`src/rtl/fetch_sequencer_if.sv`:
```
// Shared memory port of the von Neumann core: one request channel used for
// both instruction fetches and LOAD/STORE data accesses.
`timescale 1ns/1ps
interface fetch_sequencer_if #(
  parameter int ADDR_W = 16,
  parameter int DATA_W = 16
);
  logic              mem_req;
  logic              mem_we;
  logic [ADDR_W-1:0] mem_addr;
  logic [DATA_W-1:0] mem_wdata;
  logic [DATA_W-1:0] mem_rdata;
  logic              mem_ready;

  modport master (
    output mem_req, mem_we, mem_addr, mem_wdata,
    input  mem_rdata, mem_ready
  );

  modport slave (
    input  mem_req, mem_we, mem_addr, mem_wdata,
    output mem_rdata, mem_ready
  );
endinterface

```
`src/rtl/fetch_sequencer.sv`:
```
// Fetch/decode/advance control FSM: sequences the PC, arbitrates the single
// memory port between fetches and data accesses, and traps stalled accesses.
`timescale 1ns/1ps
module fetch_sequencer #(
  parameter int ADDR_W  = 16,
  parameter int DATA_W  = 16,
  parameter int TIMEOUT = 15
) (
  input  logic              clk,
  input  logic              reset,
  input  logic              start,
  input  logic [ADDR_W-1:0] pc_out,
  output logic [ADDR_W-1:0] pc_in,
  output logic              pc_load,
  output logic              pc_inc,
  output logic              pc_rst,
  fetch_sequencer_if.master mem,
  input  logic [DATA_W-1:0] acc_in,
  input  logic              zero_flag,
  output logic [DATA_W-1:0] ir,
  output logic [DATA_W-1:0] load_data,
  output logic              load_valid,
  output logic              exec_strobe,
  output logic              halted,
  output logic              fault
);

  localparam logic [3:0] OP_NOP   = 4'h0;
  localparam logic [3:0] OP_LOAD  = 4'h1;
  localparam logic [3:0] OP_STORE = 4'h2;
  localparam logic [3:0] OP_JMP   = 4'h3;
  localparam logic [3:0] OP_BRZ   = 4'h4;
  localparam logic [3:0] OP_HALT  = 4'hF;

  // The counter only has to reach TIMEOUT-1: the limit cycle itself is decoded.
  localparam int CNT_W = (TIMEOUT < 2) ? 1 : $clog2(TIMEOUT);
  localparam int LIMIT = (TIMEOUT > 0) ? TIMEOUT - 1 : 0;

  typedef enum logic [2:0] {
    S_PCRST,
    S_FETCH,
    S_DECODE,
    S_EXEC,
    S_MEM,
    S_ADV_INC,
    S_ADV_LOAD,
    S_HALT
  } state_t;

  state_t            state;
  state_t            next_state;
  logic [CNT_W-1:0]  wait_cnt;
  logic [3:0]        opcode;
  logic [ADDR_W-1:0] operand;
  logic              waiting;
  logic              timed_out;

  assign opcode  = ir[15:12];
  assign operand = ADDR_W'(ir[11:0]);
  assign waiting = (state == S_FETCH) || (state == S_MEM);

  // A ready in the limit cycle completes the access instead of faulting.
  assign timed_out = (TIMEOUT != 0) && waiting && !mem.mem_ready &&
                     (wait_cnt == CNT_W'(LIMIT));

  always_ff @(posedge clk or negedge reset) begin
    if (!reset) begin
      state <= S_PCRST;
    end else begin
      state <= next_state;
    end
  end

  always_ff @(posedge clk or negedge reset) begin
    if (!reset) begin
      ir        <= '0;
      load_data <= '0;
      fault     <= 1'b0;
      wait_cnt  <= '0;
    end else begin
      if (state == S_FETCH && mem.mem_ready) begin
        ir <= mem.mem_rdata;
      end
      if (state == S_MEM && mem.mem_ready && opcode == OP_LOAD) begin
        load_data <= mem.mem_rdata;
      end
      if (timed_out) begin
        fault <= 1'b1;
      end
      wait_cnt <= (waiting && !mem.mem_ready && !timed_out) ? wait_cnt + CNT_W'(1) : '0;
    end
  end

  always_comb begin
    next_state    = state;
    pc_in         = '0;
    pc_load       = 1'b0;
    pc_inc        = 1'b0;
    pc_rst        = 1'b0;
    mem.mem_req   = 1'b0;
    mem.mem_we    = 1'b0;
    mem.mem_addr  = '0;
    mem.mem_wdata = '0;
    load_valid    = 1'b0;
    exec_strobe   = 1'b0;
    halted        = 1'b0;
    unique case (state)
      S_PCRST: begin
        pc_rst     = 1'b1;
        next_state = S_FETCH;
      end
      S_FETCH: begin
        mem.mem_req  = 1'b1;
        mem.mem_addr = pc_out;
        if (mem.mem_ready) begin
          next_state = S_DECODE;
        end else if (timed_out) begin
          next_state = S_HALT;
        end
      end
      S_DECODE: begin
        unique case (opcode)
          OP_NOP:           next_state = S_ADV_INC;
          OP_LOAD, OP_STORE: next_state = S_MEM;
          OP_JMP:           next_state = S_ADV_LOAD;
          OP_BRZ:           next_state = zero_flag ? S_ADV_LOAD : S_ADV_INC;
          OP_HALT:          next_state = S_HALT;
          default:          next_state = S_EXEC;
        endcase
      end
      S_EXEC: begin
        exec_strobe = 1'b1;
        next_state  = S_ADV_INC;
      end
      S_MEM: begin
        mem.mem_req  = 1'b1;
        mem.mem_addr = operand;
        if (opcode == OP_STORE) begin
          mem.mem_we    = 1'b1;
          mem.mem_wdata = acc_in;
        end
        if (mem.mem_ready) begin
          next_state = S_ADV_INC;
        end else if (timed_out) begin
          next_state = S_HALT;
        end
      end
      S_ADV_INC: begin
        // Only a completed LOAD reaches ADV_INC with a LOAD opcode in ir.
        pc_inc     = 1'b1;
        load_valid = (opcode == OP_LOAD);
        next_state = S_FETCH;
      end
      S_ADV_LOAD: begin
        pc_load    = 1'b1;
        pc_in      = operand;
        next_state = S_FETCH;
      end
      S_HALT: begin
        halted = 1'b1;
        if (start && !fault) begin
          next_state = S_ADV_INC;
        end
      end
      default: next_state = S_PCRST;
    endcase
  end

endmodule

```
`src/flat_wrapper.sv`:
```
// flat-port wrapper written by rule: the top's interface ports become plain ports
module fetch_sequencer_flat 
#(
  parameter int ADDR_W  = 16,
  parameter int DATA_W  = 16,
  parameter int TIMEOUT = 15
)
  (clk, reset, start, pc_out, pc_in, pc_load, pc_inc, pc_rst, acc_in, zero_flag, ir, load_data, load_valid, exec_strobe, halted, fault, mem_mem_req, mem_mem_we, mem_mem_addr, mem_mem_wdata, mem_mem_rdata, mem_mem_ready);
  fetch_sequencer_if #(.ADDR_W(ADDR_W), .DATA_W(DATA_W)) mem_i ();
  input  logic clk;
  input  logic reset;
  input  logic start;
  input  logic [ADDR_W-1:0] pc_out;
  output logic [ADDR_W-1:0] pc_in;
  output logic pc_load;
  output logic pc_inc;
  output logic pc_rst;
  input  logic [DATA_W-1:0] acc_in;
  input  logic zero_flag;
  output logic [DATA_W-1:0] ir;
  output logic [DATA_W-1:0] load_data;
  output logic load_valid;
  output logic exec_strobe;
  output logic halted;
  output logic fault;
  output wire logic [$bits(mem_i.mem_req)-1:0] mem_mem_req;
  output wire logic [$bits(mem_i.mem_we)-1:0] mem_mem_we;
  output wire logic [$bits(mem_i.mem_addr)-1:0] mem_mem_addr;
  output wire logic [$bits(mem_i.mem_wdata)-1:0] mem_mem_wdata;
  input wire logic [$bits(mem_i.mem_rdata)-1:0] mem_mem_rdata;
  input wire logic [$bits(mem_i.mem_ready)-1:0] mem_mem_ready;
  assign mem_mem_req = mem_i.mem_req;
  assign mem_mem_we = mem_i.mem_we;
  assign mem_mem_addr = mem_i.mem_addr;
  assign mem_mem_wdata = mem_i.mem_wdata;
  assign mem_i.mem_rdata = mem_mem_rdata;
  assign mem_i.mem_ready = mem_mem_ready;
  fetch_sequencer #(.ADDR_W(ADDR_W), .DATA_W(DATA_W), .TIMEOUT(TIMEOUT)) u_core (.clk(clk), .reset(reset), .start(start), .pc_out(pc_out), .pc_in(pc_in), .pc_load(pc_load), .pc_inc(pc_inc), .pc_rst(pc_rst), .mem(mem_i), .acc_in(acc_in), .zero_flag(zero_flag), .ir(ir), .load_data(load_data), .load_valid(load_valid), .exec_strobe(exec_strobe), .halted(halted), .fault(fault));
endmodule
```
`config.mk`:
```
export PLATFORM = sky130hd
export DESIGN_NAME = fetch_sequencer_flat
export DESIGN_NICKNAME = d
export VERILOG_FILES = /design/src/rtl/fetch_sequencer_if.sv /design/src/rtl/fetch_sequencer.sv /design/src/flat_wrapper.sv
export SDC_FILE = /design/constraint.sdc
export NUM_CORES = 1
export LEC_CHECK = 0
export ABC_CLOCK_PERIOD_IN_PS = 2400
export BUFFER_PORTS_ARGS = -buffer_cell sky130_fd_sc_hd__buf_2
export CAP_MARGIN = 40
export CELL_PAD_IN_SITES_DETAIL_PLACEMENT = 2
export CELL_PAD_IN_SITES_GLOBAL_PLACEMENT = 2
export CORE_MARGIN = 1.5
export CORE_UTILIZATION = 24
export DETAILED_ROUTE_END_ITERATION = 16
export MAX_ROUTING_LAYER = met4
export PLACE_DENSITY_LB_ADDON = 0.1
export SLEW_MARGIN = 30
export SYNTH_ARGS = -nofsm -noshare
export SYNTH_HDL_FRONTEND = slang
export SYNTH_SLANG_ARGS = --single-unit
```
`constraint.sdc`:
```
create_clock -name clk -period 2.4 [get_ports clk]
set_clock_uncertainty 0.15 [all_clocks]
set_input_delay 0.12 -clock clk [delete_from_list [all_inputs] [get_ports clk]]
set_output_delay 0.12 -clock clk [all_outputs]
set_load 0.02 [all_outputs]
```
==> out/qor.yml <==
path_clk_slew_ps: 80
intPower_w: 0.00210
rows: 34
synth_enable_flop_cells: 0
yosys_most_used_dff: "dfrtp_1"
coreArea_um2: 8760
tightest_slew_ps: 664
portBuffers: 137
area_growth_pct: 51.3
mostFrequentLayoutCells: "buf_2 (137), dfrtp_1 (40), and2_1 (34)"
pin_count: 142
rsz0062_at_grt: "false"
first_pass_iters: 3
relSlewSlack_pct: 55.7
grt-ovfl-total: 0
finalNonFillerCells: 456
die_x_um: 98.3
finalHoldViolCount: 0
hpwl_mm: 5.73
syn_area_per_cell_um2: 11.5
h-tree-depth: 2
synth_largest_area_cell: "dfrtp_1"
final_util_pct: 37.7
grt_max_degree: 29
status: "completed"
diodes: 0
drtIter0Drc: 58
p_seq_share_pct: 33.0
crit_path_max_fanout: 13
period_needed_ps: 2140
layout-drive-gt1-share_pct: 55.7
cp.arrival_ps: 1870
synthesis.area_um2: 2180
crit_family: "simple AND/OR/NAND/NOR gates"
grt_usage_pct: 16.3
drc_errors: 0
synth_cells: 189
slowest_delay_ps: 510
worstRegToRegCells: 3
irDropWorstVdd_mv: 0.434
synth_area_leaders: "dfrtp_1 (46%), mux2_2 (11%), and2_1 (9.8%)"
dieArea_um2: 9670
drt_wl_total_mm: 7.42
p_leak_nw: 1.84
cts-root-buf: "clkbuf_8"
placed_cells: 429
fin_hold_ws_ps: 135
min_path_type: "in -> reg"
p_sw_share_pct: 44.3
async_flop_share_pct: 100
viasPerCell: 4.54
path_buf_inv: 2
clk_latency_ps: 290
cts_buffers: 5
start_util_pct: 24.9
place_congestion: 0.723
powerDensity_nw_per_um2: 1140
antenna_found_initial: 0
period_share_pct: 89.2
setup_tns_ps: 0
fp.dieH_um: 98.3
synthDistinctLibCells: 41
ant_nets: 0
drv_cap: 0
setup.worst_path.start_class: "flop"
yosysWarnings: 0
cts_tree: "yes"
setup.worst_path.end_class: "primary output"
crit_slowest_cell: "dfrtp_1"
max_freq_ghz: 0.467
pwr-share-comb_pct: 52.5
clockBufferDepth: 2
p_clk_share_pct: 14.5
path_depth: 4
route.detailed.wl_per_inst_um: 16.3
crit_chain: "inv_1 > and3_1 > and2_1 > buf_2"
grt_pass1_wl_mm: 12.0
cts.sinks: 40
vias: 2071
ys_seq_elements: 40
hold_path_depth: 4
grt_pass1_vias: 2215
p_switching_w: 0.00167
final_common_cell: "buf_2"
post-synth-top-area-fraction_pct: 45.9
fin_nets: 402
drv_slew: 0
setup-violations-final: 0
crit_required_ps: 2130
crit_type: "reg -> out"
synth.yosys.seq_area_share_pct: 45.9
[flip-flops by register name, indices dropped and copies added (netlist names)]
signal / flops
u_core.wait_cnt: 4
u_core.load_data: 16
u_core.ir: 16
u_core.fault: 1
u_core.state: 3
[per-stage QoR]
| stage | power (W) | setup WS [ps] | cell area (µm²) |
|---|---|---|---|
| 2_1_floorplan | 0.00247 | 519 | 2190 |
| 3_3_place_gp | 0.00319 | 353 | 3010 |
| 3_5_place_dp | 0.00323 | 260 | 3010 |
| 4_1_cts | 0.00383 | 46.1 | 3290 |
| 5_1_grt | 0.00403 | 67.5 | 3300 |
| 6_report | 0.00376 | 259 | 3300 |
[kinds of logic (layout without fill, tap and decap cells)]
logic type / after synthesis / in the layout / share of synthesized area [%]
AOI/OAI and AO/OA: 25 / 25 / 9.12
adders and majority gates: 2 / 2 / 1.15
xor gates and xnor gates: 3 / 3 / 1.21
muxes: 32 / 32 / 18.2
and+or+nand+nor: 65 / 65 / 19.1
DFF: 40 / 40 / 45.9
buffers and inverters: 21 / 177 / 5.16
other: 1 / 4 / 0.172
[final cells by class]
type / count / area, µm²
tap: 108 / 135
multi-input combinational: 131 / 1090
timing repair buffer: 164 / 943
fill: 967 / 5460
clock inverter: 2 / 35.0
clock buffer: 6 / 72.6
sequential: 40 / 1000
inverter: 5 / 18.8
[what timing repair did]
action | in CTS | in global routing
endpoints found under the setup margin | 16 | 16
hold buffers | 17 | 0
hold endpoints to repair | 58 | 0
gates resized for setup | 1 | 0
setup buffers | 0 | 2
pin swaps | 0 | 1
[cell usage after synthesis, types with 2 or more instances]
cell type and number:
nand3_1 3, and3_1 3, xor2_1 2, a22o_1 12, nand2_1 2, a31o_2 2, nor2_1 6, clkbuf_1 4
buf_4 5, nor3_1 5, o21ai_0 2, nand4_1 2, buf_2 5, and2_1 34, ha_1 2, inv_1 5
mux2_2 21, dfrtp_1 40, nand2b_1 2, mux2_4 10, a21oi_1 2
[power groups by stage]
stage          clock [W]  sequential [W]  combinational [W]
5_1_grt         0.000611         0.00130            0.00212
3_5_place_dp           0         0.00126            0.00197
6_report        0.000547         0.00124            0.00197
4_1_cts         0.000574         0.00124            0.00201
2_1_floorplan          0         0.00141            0.00106
3_3_place_gp           0         0.00124            0.00195
[worst reg2reg max path, delay by kind of cell (launching register included)]
family | cells | cell delay (ps)
buffers and inverters | 1 | 210
DFF | 1 | 550
muxes | 1 | 350
and+or+nand+nor | 1 | 500
[final timing paths]
path	start	endpoint	slack [ps]
min in group asynchronous	reset	u_core.load_data[11]	250
max in group asynchronous	reset	u_core.ir[14]	1290
worst max-delay path	u_core.state[0]	pc_in[8]	260
worst max register to register	u_core.state[1]	u_core.ir[14]	530
worst min-delay path	zero_flag	u_core.state[1]	130
worst min register to register	u_core.fault	u_core.fault	360
[layer usage]
metal	GRT usage, %	up-vias	share of wire [%]
met5	-	-	0
met4	3.90	0	0.84
met3	3.36	5	5.2
met2	27.2	72	51
met1	20.2	1022	43
li1	-	972	-
Power figures use the tool's default switching activity.
